**config.mk**
```make
export PLATFORM = sky130hd
export DESIGN_NAME = alu_decode_stage
export DESIGN_NICKNAME = d
export VERILOG_FILES = /design/src/rtl/ebpf_pkg.sv /design/src/rtl/ebpf_alu_insn_decoder.sv /design/src/rtl/alu_decode_stage.sv
export SDC_FILE = /design/constraint.sdc
export NUM_CORES = 1
export LEC_CHECK = 0
export BUFFER_PORTS_ARGS = -buffer_cell sky130_fd_sc_hd__buf_2
export CORE_MARGIN = 3
export CORE_UTILIZATION = 55
export CTS_BUF_LIST = sky130_fd_sc_hd__clkbuf_16
export CTS_CLUSTER_DIAMETER = 80
export DETAILED_ROUTE_END_ITERATION = 12
export PLACE_DENSITY = 0.91
export REMOVE_ABC_BUFFERS = 1
export SLEW_MARGIN = 20
export SYNTH_ARGS = -nofsm -noshare
export SYNTH_HDL_FRONTEND = slang
export SYNTH_SLANG_ARGS = --single-unit
```
**constraint.sdc**
```tcl
create_clock -name clk -period 2.6 [get_ports clk]
set_input_delay 0.65 -clock clk [delete_from_list [all_inputs] [get_ports clk]]
set_output_delay 0.65 -clock clk [all_outputs]
set_load 0.05 [all_outputs]
```
**src/rtl/ebpf_pkg.sv**
```systemverilog
// Shared eBPF CPU definitions: ALU control codes (also consumed by the ALU),
// instruction class constants, instruction field positions, the decoded
// bundle passed from decode to ALU, and the decode-stage occupancy encoding.
package ebpf_pkg;

  typedef enum logic [3:0] {
    ALU_ADD  = 4'h0,
    ALU_SUB  = 4'h1,
    ALU_MUL  = 4'h2,
    ALU_DIV  = 4'h3,
    ALU_OR   = 4'h4,
    ALU_AND  = 4'h5,
    ALU_LSH  = 4'h6,
    ALU_RSH  = 4'h7,
    ALU_NEG  = 4'h8,
    ALU_MOD  = 4'h9,
    ALU_XOR  = 4'ha,
    ALU_MOV  = 4'hb,
    ALU_ARSH = 4'hc,
    ALU_LE   = 4'hd,
    ALU_BE   = 4'he
  } alu_ctrl_e;

  localparam logic [2:0] CLASS_ALU   = 3'h4;
  localparam logic [2:0] CLASS_ALU64 = 3'h7;

  // Operation nibble value of the byte-swap (END) instruction.
  localparam logic [3:0] OP_END = 4'hd;

  // Instruction field positions (LSB of each field).
  localparam int F_CLASS_LSB = 0;   // [2:0]
  localparam int F_SRCBIT    = 3;   // [3]   1 = operand B from register
  localparam int F_OP_LSB    = 4;   // [7:4]
  localparam int F_DST_LSB   = 8;   // [11:8]
  localparam int F_SRC_LSB   = 12;  // [15:12]
  localparam int F_OFF_LSB   = 16;  // [31:16]
  localparam int F_IMM_LSB   = 32;  // [63:32]

  typedef struct packed {
    logic        is_alu;
    alu_ctrl_e   alu_control;
    logic        is_32bit;
    logic        use_imm;
    logic [3:0]  dst_reg;
    logic [3:0]  src_reg;
    logic [63:0] imm64;
    logic        illegal;
  } decoded_t;

  typedef enum logic [1:0] {
    OCC_EMPTY = 2'd0,
    OCC_ONE   = 2'd1,
    OCC_TWO   = 2'd2
  } occ_e;

endpackage

```
**src/rtl/ebpf_alu_insn_decoder.sv**
```systemverilog
// Combinational decoder for one eBPF instruction into the ALU control bundle.
// Ports:
//   insn  in  64  raw instruction
//   dec   out     decoded_t bundle (illegal only meaningful for ALU classes)
import ebpf_pkg::*;

module ebpf_alu_insn_decoder (
  input  logic [63:0] insn,
  output decoded_t    dec
);

  logic [2:0]  cls;
  logic        srcbit;
  logic [3:0]  op;
  logic [3:0]  dst;
  logic [3:0]  src;
  logic [31:0] imm;
  logic        is_end;
  logic        end_imm_ok;
  logic [15:0] unused_off;

  assign cls        = insn[F_CLASS_LSB +: 3];
  assign srcbit     = insn[F_SRCBIT];
  assign op         = insn[F_OP_LSB +: 4];
  assign dst        = insn[F_DST_LSB +: 4];
  assign src        = insn[F_SRC_LSB +: 4];
  assign imm        = insn[F_IMM_LSB +: 32];
  assign unused_off = insn[F_OFF_LSB +: 16];  // branch offset, not an ALU field

  assign is_end     = (op == OP_END);
  assign end_imm_ok = (imm == 32'd16) || (imm == 32'd32) || (imm == 32'd64);

  always_comb begin
    dec         = '0;
    dec.is_alu  = (cls == CLASS_ALU) || (cls == CLASS_ALU64);
    case (op)
      OP_END:       dec.alu_control = srcbit ? ALU_BE : ALU_LE;
      4'he, 4'hf:   dec.alu_control = ALU_ADD;  // no such op; flagged illegal below
      default:      dec.alu_control = alu_ctrl_e'(op);
    endcase
    // END carries its width in imm, so it always reads imm and has no 32-bit form.
    dec.is_32bit = ~is_end & (cls == CLASS_ALU);
    dec.use_imm  = is_end | ~srcbit;
    dec.dst_reg  = dst;
    dec.src_reg  = src;
    dec.imm64    = {{32{imm[31]}}, imm};
    dec.illegal  = dec.is_alu & ((op >= 4'he)
                              | (is_end & ((cls == CLASS_ALU64) | ~end_imm_ok))
                              | (dst > 4'd9)
                              | (srcbit & (src > 4'd10)));
  end

endmodule

```
**src/rtl/alu_decode_stage.sv**
```systemverilog
// Registered decode stage feeding the ALU. Valid/ready on both sides with a
// two-entry skid buffer so in_ready comes straight from a flop while still
// sustaining one instruction per cycle.
// Ports:
//   clk, rst_n            clock, synchronous active-low reset
//   in_valid/in_ready     upstream handshake, in_insn 64-bit instruction
//   out_valid/out_ready   downstream handshake
//   out_*                 decoded fields of the head instruction
//   illegal_count         saturating count of illegal instructions delivered
import ebpf_pkg::*;

module alu_decode_stage (
  input  logic        clk,
  input  logic        rst_n,
  input  logic        in_valid,
  output logic        in_ready,
  input  logic [63:0] in_insn,
  output logic        out_valid,
  input  logic        out_ready,
  output logic        out_is_alu,
  output logic [3:0]  out_alu_control,
  output logic        out_is_32bit,
  output logic        out_use_imm,
  output logic [3:0]  out_dst_reg,
  output logic [3:0]  out_src_reg,
  output logic [63:0] out_imm64,
  output logic        out_illegal,
  output logic [15:0] illegal_count
);

  occ_e     state, state_nx;
  decoded_t dec, main_q, skid_q;
  logic     in_ready_q;
  logic     accept, hs;
  logic     main_ld_in, main_ld_skid, skid_ld;

  ebpf_alu_insn_decoder u_dec (
    .insn (in_insn),
    .dec  (dec)
  );

  assign accept   = in_valid & in_ready_q;
  assign hs       = out_valid & out_ready;
  assign in_ready = in_ready_q;

  // State register; in_ready is precomputed from the next state so it is a flop.
  always_ff @(posedge clk) begin
    if (!rst_n) begin
      state      <= OCC_EMPTY;
      in_ready_q <= 1'b1;
    end else begin
      state      <= state_nx;
      in_ready_q <= (state_nx != OCC_TWO);
    end
  end

  always_comb begin
    state_nx = state;
    case (state)
      OCC_EMPTY: if (accept) state_nx = OCC_ONE;
      OCC_ONE: begin
        if (accept & ~hs)      state_nx = OCC_TWO;
        else if (~accept & hs) state_nx = OCC_EMPTY;
      end
      OCC_TWO:   if (hs) state_nx = OCC_ONE;
      default:   state_nx = OCC_EMPTY;
    endcase
  end

  always_comb begin
    out_valid    = (state != OCC_EMPTY);
    main_ld_in   = ((state == OCC_EMPTY) & accept) | ((state == OCC_ONE) & accept & hs);
    main_ld_skid = (state == OCC_TWO) & hs;
    skid_ld      = (state == OCC_ONE) & accept & ~hs;
  end

  always_ff @(posedge clk) begin
    if (!rst_n) begin
      main_q        <= '0;
      skid_q        <= '0;
      illegal_count <= '0;
    end else begin
      if (main_ld_in)        main_q <= dec;
      else if (main_ld_skid) main_q <= skid_q;
      if (skid_ld)           skid_q <= dec;
      if (hs && main_q.illegal && illegal_count != 16'hFFFF)
        illegal_count <= illegal_count + 16'd1;
    end
  end

  assign out_is_alu      = main_q.is_alu;
  assign out_alu_control = main_q.alu_control;
  assign out_is_32bit    = main_q.is_32bit;
  assign out_use_imm     = main_q.use_imm;
  assign out_dst_reg     = main_q.dst_reg;
  assign out_src_reg     = main_q.src_reg;
  assign out_imm64       = main_q.imm64;
  assign out_illegal     = main_q.illegal;

endmodule
```
### Word level (Yosys, flattened, before mapping)

Index checks and enable logic that the tools add are counted.

* register bits: 147
* word-level logic and storage cells: 77
* output and inout bits: 98

* bitwise logic cells: 24
* muxes and demuxes: 9
* equal/unequal tests: 12
* add/sub/neg operators: 1
* magnitude comparators: 3
* reductions and logical operators: 9

Operator list (number)
* 2-to-1 mux 80 bit: 2
* == test 32 x 5 -> 1 bit (second input constant): 1
* == test 32 x 6 -> 1 bit (second input constant): 1
* == test 32 x 7 -> 1 bit (second input constant): 1
* adder 16 x 1 -> 16 bit (second input constant): 1
* inequality test 16 bit (second input constant): 1
* AND 1 bit: 13
* == test 4 bit (second input constant): 3
* 2-to-1 mux 2 bit: 5
* > comparator 4 bit (second input constant): 2
* one-hot mux 4 bit (2 select lines): 1
* == test 3 bit (second input constant): 2
* OR 1 bit: 6
* one-hot mux 2 bit (3 select lines): 1
* NOT 1 bit: 5
* >= comparator 4 bit (second input constant): 1
* nonzero test 2 bit: 2
* logical OR 1 bit: 3
* == test 2 x 1 -> 1 bit (second input constant): 1
* == test 2 bit (second input constant): 1
* logical AND 1 bit: 2
* logical NOT 2 bit: 1
* inequality test 2 bit (second input constant): 1
* OR reduction 2 bit: 1

### Longest topological paths before layout

Gate-level depths: netlist of the first run.

* depth in word-level cells: 11
* depth in mapped cells: 8
* depth with buffers taken out: 5

### By module

A second synthesis of the first run with hierarchy kept.

* cell total of the unflattened synthesis: 928
* area total of the unflattened synthesis: 7992.7 µm²

Modules (own cells, without submodules)
* alu_decode_stage: area an instance 7218.2 µm², sequential area each 3583.4 µm², times used 1, cells each 823
* ebpf_alu_insn_decoder: area an instance 774.5 µm², sequential area each 0.0 µm², times used 1, cells each 105

### Worst setup path after synthesis of the first run

No wires, ideal clock.

* kind: reg-to-output
* start: register, netlist name out_imm64[62]
* end: output out_imm64[32]
* data arrival time: 1481 ps
* cell stages (with the launch flop): 2
* path slack: 469 ps
* required time: 1950 ps
* cells stage by stage: dfxtp_1 -> buf_4

RTL lines
* to (decl): RTL line alu_decode_stage.sv:26 `output logic [63:0] out_imm64,`

==> reports/metrics.yaml, run 1 <==
synthTopCellsByArea: "dfxtp_1 (45%), a21oi_1 (8.5%), nand2_1 (7.5%)"
synth_top_flop_cell: "dfxtp_1"
finalHoldViolCount: 0
ys_warn_count: 0
die-area_sq_mm: 0.0105
area_delta_synth_final_pct: 21.5
seq_area_frac_synth: 0.449
status: "completed"
globalRouteMet1Util: 0.334
diodes: 0
tns_ns: 0
cts-root-buf: "clkbuf_16"
relSlewSlack: 0.489
p_int_mw: 3.57
critPathLaunchType: "flip-flop"
clk_latency_ns: 0.40
largest_reg_flops: 48
tightest_slew_ns: 0.765
cp_max_fo: 34
clkSinkCount: 115
firstDrtPassIters: 7
largest-register: "skid_q"
critPathMaxStageDelay_ns: 0.81
post_cts_buffers: 0
die-width_um: 103
critPathKind: "flip-flop to primary output"
critPathSlowestCell: "dfxtp_1"
grt_pass1_vias: 4632
grt_use_total: 0.262
period_share: 0.869
syn-instance-count: 608
switching_share: 0.307
p_clk_frac: 0.448
num_vias: 4877
worst_ep_required_time_ns: 1.95
start_util: 0.576
tritoncts: "done"
drc: 0
end_kind: "primary output"
synth-seq-cells: 115
grt-busiest-layer: "met2"
htree_levels: 4
grt_pass1_wl_um: 22100
io_pins: 166
cts_buffer_depth: 2
clk_pin_slew_ns: 0.05
p_sw_mw: 1.58
crit_arrival_ns: 1.61
ctsResizeCount: 0
clock_skew_ns: 0.00731
fmax_ghz: 0.443
async_flop_share: 0
drtIter0Drc: 312
power_mw: 5.15
routed_wl_um: 13700
synth-edff-count: 0
rsz0062_at_grt: "false"
detailed_place_hpwl_um: 8930
mostFrequentLayoutCells: "buf_2 (149), dfxtp_1 (115), nand2_1 (102), a21oi_1 (87), inv_1 (47)"
p_seq_frac: 0.373
met2_usage: 0.429
synthDistinctLibCells: 53
grt_use_met3: 0.0717
cts_hold_buffers: 0
num_rows: 34
nFillCells: 676
period_needed_ns: 2.26
drv_cap: 0
gp_congestion: 0.883
wl_per_cell_um: 16.5
fin_nets: 780
drive_above_1_share: 0.282
cp_num_buf_inv: 1
layout_commonest_cell: "buf_2"
cts_inserted_buffers: 17
synthesis.area_sq_mm: 0.00512
p_per_area_mw_per_mm2: 827
path_delay_family: "flip-flops"
leakage_nw: 2.62
synth.top_cell.area_share: 0.449
grt_max_degree: 60
vias_per_cell: 5.86
syn_area_per_cell_sq_um: 8.43
peakVddDrop_v: 0.000523
die_y_um: 103
pwr-share-comb: 0.179
drv_slew: 0
grt_overflow: 0
ant_nets: 0
io_buffers: 149
core-area_sq_mm: 0.00889
grt_antenna_before_repair: 0
hp-class: "flip-flop to flip-flop"
synth_top_area_cell: "dfxtp_1"
worstPathCellList: "buf_2"
setup_viol: 0
-- final cells by class --
type,instances,area (sq um),share of cell area
timing repair buffer,157,818,0.131
tap,108,135,0.0217
clock buffer,17,425,0.0683
multi-input combinational,373,2200,0.354
sequential,115,2300,0.370
inverter,47,176,0.0283
clock inverter,15,165,0.0265
-- cells by family after synthesis --
| logic type | Yosys count | share of synthesized area |
|---|---|---|
| flops | 115 | 0.449 |
| compound gates | 170 | 0.218 |
| simple gates | 185 | 0.175 |
| xor+xnor | 2 | 0.00342 |
| fa+ha+maj | 1 | 0.00244 |
| buf+inv | 120 | 0.122 |
| mux | 15 | 0.0296 |
-- power by group through the flow --
| stage | Sequential [mW] | Combinational (mW) | Clock [mW] |
|---|---|---|---|
| after global routing | 1.93 | 0.979 | 2.41 |
| after CTS | 1.92 | 0.922 | 2.33 |
| after floorplan | 2.37 | 0.222 | 0 |
| after global placement | 1.95 | 0.899 | 0 |
| final | 1.92 | 0.923 | 2.30 |
| after detailed placement | 1.95 | 0.915 | 0 |
-- final timing paths --
path / start / end / slack [ns] / cells after the start
worst max-delay path: out_imm64[62] / out_imm64[54] / 0.34 / 1
worst min-delay path: out_alu_control[3] / out_alu_control[3] / 0.44 / 2
worst max register to register: state[1] / skid_q[13] / 0.68 / 5
worst min register to register: out_alu_control[3] / out_alu_control[3] / 0.44 / 2
-- layer usage --
metal	vias to the layer above	part of all wire
met5	-	0
met4	0	0.016
met3	31	0.091
met2	252	0.49
met1	2284	0.40
li1	2310	-
-- per-stage QoR --
stage          std cells  hold WS [ns]  cell area [sq um]  setup slack, ns  utilization
2_1_floorplan        535         0.433               4670            -8.96            -
3_3_place_gp         800         0.431               5630            0.435        0.634
3_5_place_dp         800         0.435               5630            0.334        0.634
4_1_cts              832         0.445               6220            0.303        0.700
5_1_grt              832         0.462               6220            0.186        0.700
6_report             832         0.442               6220            0.342        0.700
-- synthesized netlist by cell type (2+ instances only) --
master,count
a211oi_1,6
a21boi_0,2
a21oi_1,87
a21oi_2,9
a221oi_1,3
and2_1,3
buf_1,2
buf_2,10
buf_4,33
buf_6,5
clkbuf_1,22
dfxtp_1,115
inv_1,46
mux2i_1,14
nand2_1,103
nand2b_1,9
nand3_1,10
nand4_1,6
nand4b_1,2
nor2_1,16
nor3_1,9
nor3b_1,2
nor4_1,7
o211ai_1,3
o21ai_0,5
o221ai_1,41
o31ai_1,6
o41ai_1,2
or3_1,2
or4_1,5
(Power assumes the default switching activity.)
==> inputs of run 2 (changes only) <==
- BUFFER_PORTS_ARGS: -buffer_cell sky130_fd_sc_hd__buf_2 -> -buffer_cell sky130_fd_sc_hd__buf_4
- CORE_UTILIZATION: 55 -> 57
- CTS_BUF_LIST: sky130_fd_sc_hd__clkbuf_16 -> sky130_fd_sc_hd__clkbuf_8
- PLACE_DENSITY: 0.91 -> 0.93
==> run 2 against run 1 <==
- utilization increased by 6.4 points
- total power decreased by 10%
- cell count grew 0.12%
- sequential power is essentially flat
- global-route usage increased by 2.0 points
- clock power down 28%
- routed wire length is 6.3% higher
- flip-flop and latch count unchanged
- sequential share of layout area shrank 1.4 points
- via count grew 2.7%
- fmax increased by 14%
==> reports/metrics.yaml, run 2 (synthesized netlist as in run 1, its figures left out) <==
status: "completed"
largest-register: "skid_q"
peakVddDrop_v: 0.000570  # +8.9%
finalHoldViolCount: 0  # unchanged
cts_buffer_depth: 2  # unchanged
post_cts_buffers: 0  # unchanged
rsz0062_at_grt: "false"
largest_reg_flops: 48  # unchanged
multi_input_area_sq_mm: 0.00220  # unchanged
clock_skew_ns: 0.00989  # +0.00258 ns
grt_antenna_before_repair: 0  # unchanged
critPathKind: "flip-flop to primary output"
layout_commonest_cell: "buf_4"
routed_wl_um: 14600  # +6.3%
ant_nets: 0  # unchanged
fmax_ghz: 0.505  # +14%
fin_util: 0.764  # +0.0635
drive_above_1_share: 0.290  # +0.00807
grt_max_degree: 41  # -32%
drv_slew: 0  # unchanged
crit_arrival_ns: 1.33  # -0.28 ns
critPathSlowestCell: "dfxtp_1"
leakage_nw: 2.64  # +0.67%
wl_per_cell_um: 17.5  # +6.1%
clk_latency_ns: 0.41  # about the same
grt_use_total: 0.282  # +0.0201
fin_nets: 784  # +0.51%
clkSinkCount: 115  # unchanged
crit_cells: 2  # +1
drv_cap: 0  # unchanged
detailed_place_hpwl_um: 9740  # +9.0%
io_pins: 166  # unchanged
seqCellArea_sq_mm: 0.00230  # unchanged
ctsResizeCount: 0  # unchanged
critPathMaxStageDelay_ns: 0.39  # -0.42 ns
relSlewSlack: 0.564  # +0.0752
worstRegToRegCells: 4  # -1
nFillCells: 539  # -20%
cts_inserted_buffers: 17  # unchanged
num_vias: 5007  # +2.7%
tightest_slew_ns: 0.652  # -0.113 ns
grt_pass1_vias: 4882  # +5.4%
period_needed_ns: 1.98  # -0.278 ns
grt_pass1_wl_um: 23100  # +4.7%
setup_viol: 0  # unchanged
die_y_um: 101  # -1.7%
tritoncts: "done"
num_rows: 33  # -2.9%
hp-class: "flip-flop to flip-flop"
start_util: 0.605  # +0.0290
mostFrequentLayoutCells: "buf_4 (158), dfxtp_1 (115), nand2_1 (102), a21oi_1 (87), inv_1 (47)"
p_per_area_mw_per_mm2: 716  # -13%
die-width_um: 101  # -1.7%
io_buffers: 149  # unchanged
core-area_sq_mm: 0.00846  # -4.8%
hold_slack_ns: 0.449  # +0.00656 ns
cts_hold_buffers: 0  # unchanged
drtIter0Drc: 418  # +34%
cp_max_fo: 9  # -74%
gp_congestion: 0.933  # +5.7%
area_delta_synth_final_pct: 26.2
diodes: 0  # unchanged
clk_pin_slew_ns: 0.07  # +0.02 ns
end_kind: "primary output"
critPathLaunchType: "flip-flop"
drc: 0  # unchanged
cp_num_buf_inv: 1  # unchanged
cts-root-buf: "clkbuf_8"
grt_overflow: 0  # unchanged
firstDrtPassIters: 5  # -2
die-area_sq_mm: 0.0102  # -3.3%
hold_depth: 2  # unchanged
power_mw: 4.63  # -10%
worst_ep_required_time_ns: 1.95  # about the same
worstPathCellList: "or2_2, buf_4"
vias_per_cell: 6.01  # +2.5%
path_delay_family: "flip-flops"
htree_levels: 4  # unchanged
period_share: 0.762  # -0.107
run 2: cell types whose count changed in the layout (fill, tap and decap cells not counted), sizes merged:
cell,previous run,this run
buf,157,161
clkbuf,17,20
bufinv,3,2
clkinv,4,3
clkinvlp,5,4
run 2: worst paths after layout:
check	startpoint	to	slack (ns)
hold reg to reg	out_imm64[3]	out_imm64[3]	0.45
hold / removal	out_imm64[3]	out_imm64[3]	0.45
setup reg to reg	state[1]	illegal_count[8]	0.68
setup / recovery	state[1]	out_valid	0.62
run 2: worst reg2reg max path, stage by stage (launching register included):
cell      delay (ns)
dfxtp_1         0.48
o211ai_2        0.30
or2_0           0.40
or4_1           0.51
a21oi_1         0.16
run 2: per-layer routing:
metal / vias up / part of all wire / global-route usage
met2: 286 / 0.49 / 0.469
li1: 2319 / - / -
met1: 2361 / 0.39 / 0.344
met4: 0 / 0.028 / 0.124
met3: 41 / 0.092 / 0.0720
met5: - / 0 / 0
run 2: power by group:
group          leakage, nW  total, mW  internal (mW)  switching, mW
Sequential           0.940       1.92           1.86         0.0589
Clock                0.199       1.66          0.929          0.736
Combinational         1.50       1.05          0.318          0.729
run 2: cell type report:
cell class / count / area share
timing repair buffer: 161 / 0.193
clock buffer: 20 / 0.0426
clock inverter: 12 / 0.0201
sequential: 115 / 0.356
inverter: 47 / 0.0273
multi-input combinational: 373 / 0.341
tap: 105 / 0.0203
run 2: metrics by stage:
stage                     setup slack (ns)  setup TNS [ns]  cell area, sq um  instances
final                                0.619               0              6460        833
after global routing                 0.579               0              6460        833
after CTS                            0.614               0              6460        833
after detailed placement             0.466               0              6060        801
after global placement               0.572               0              6060        801
after floorplan                      -8.96         -331.11              4670        535
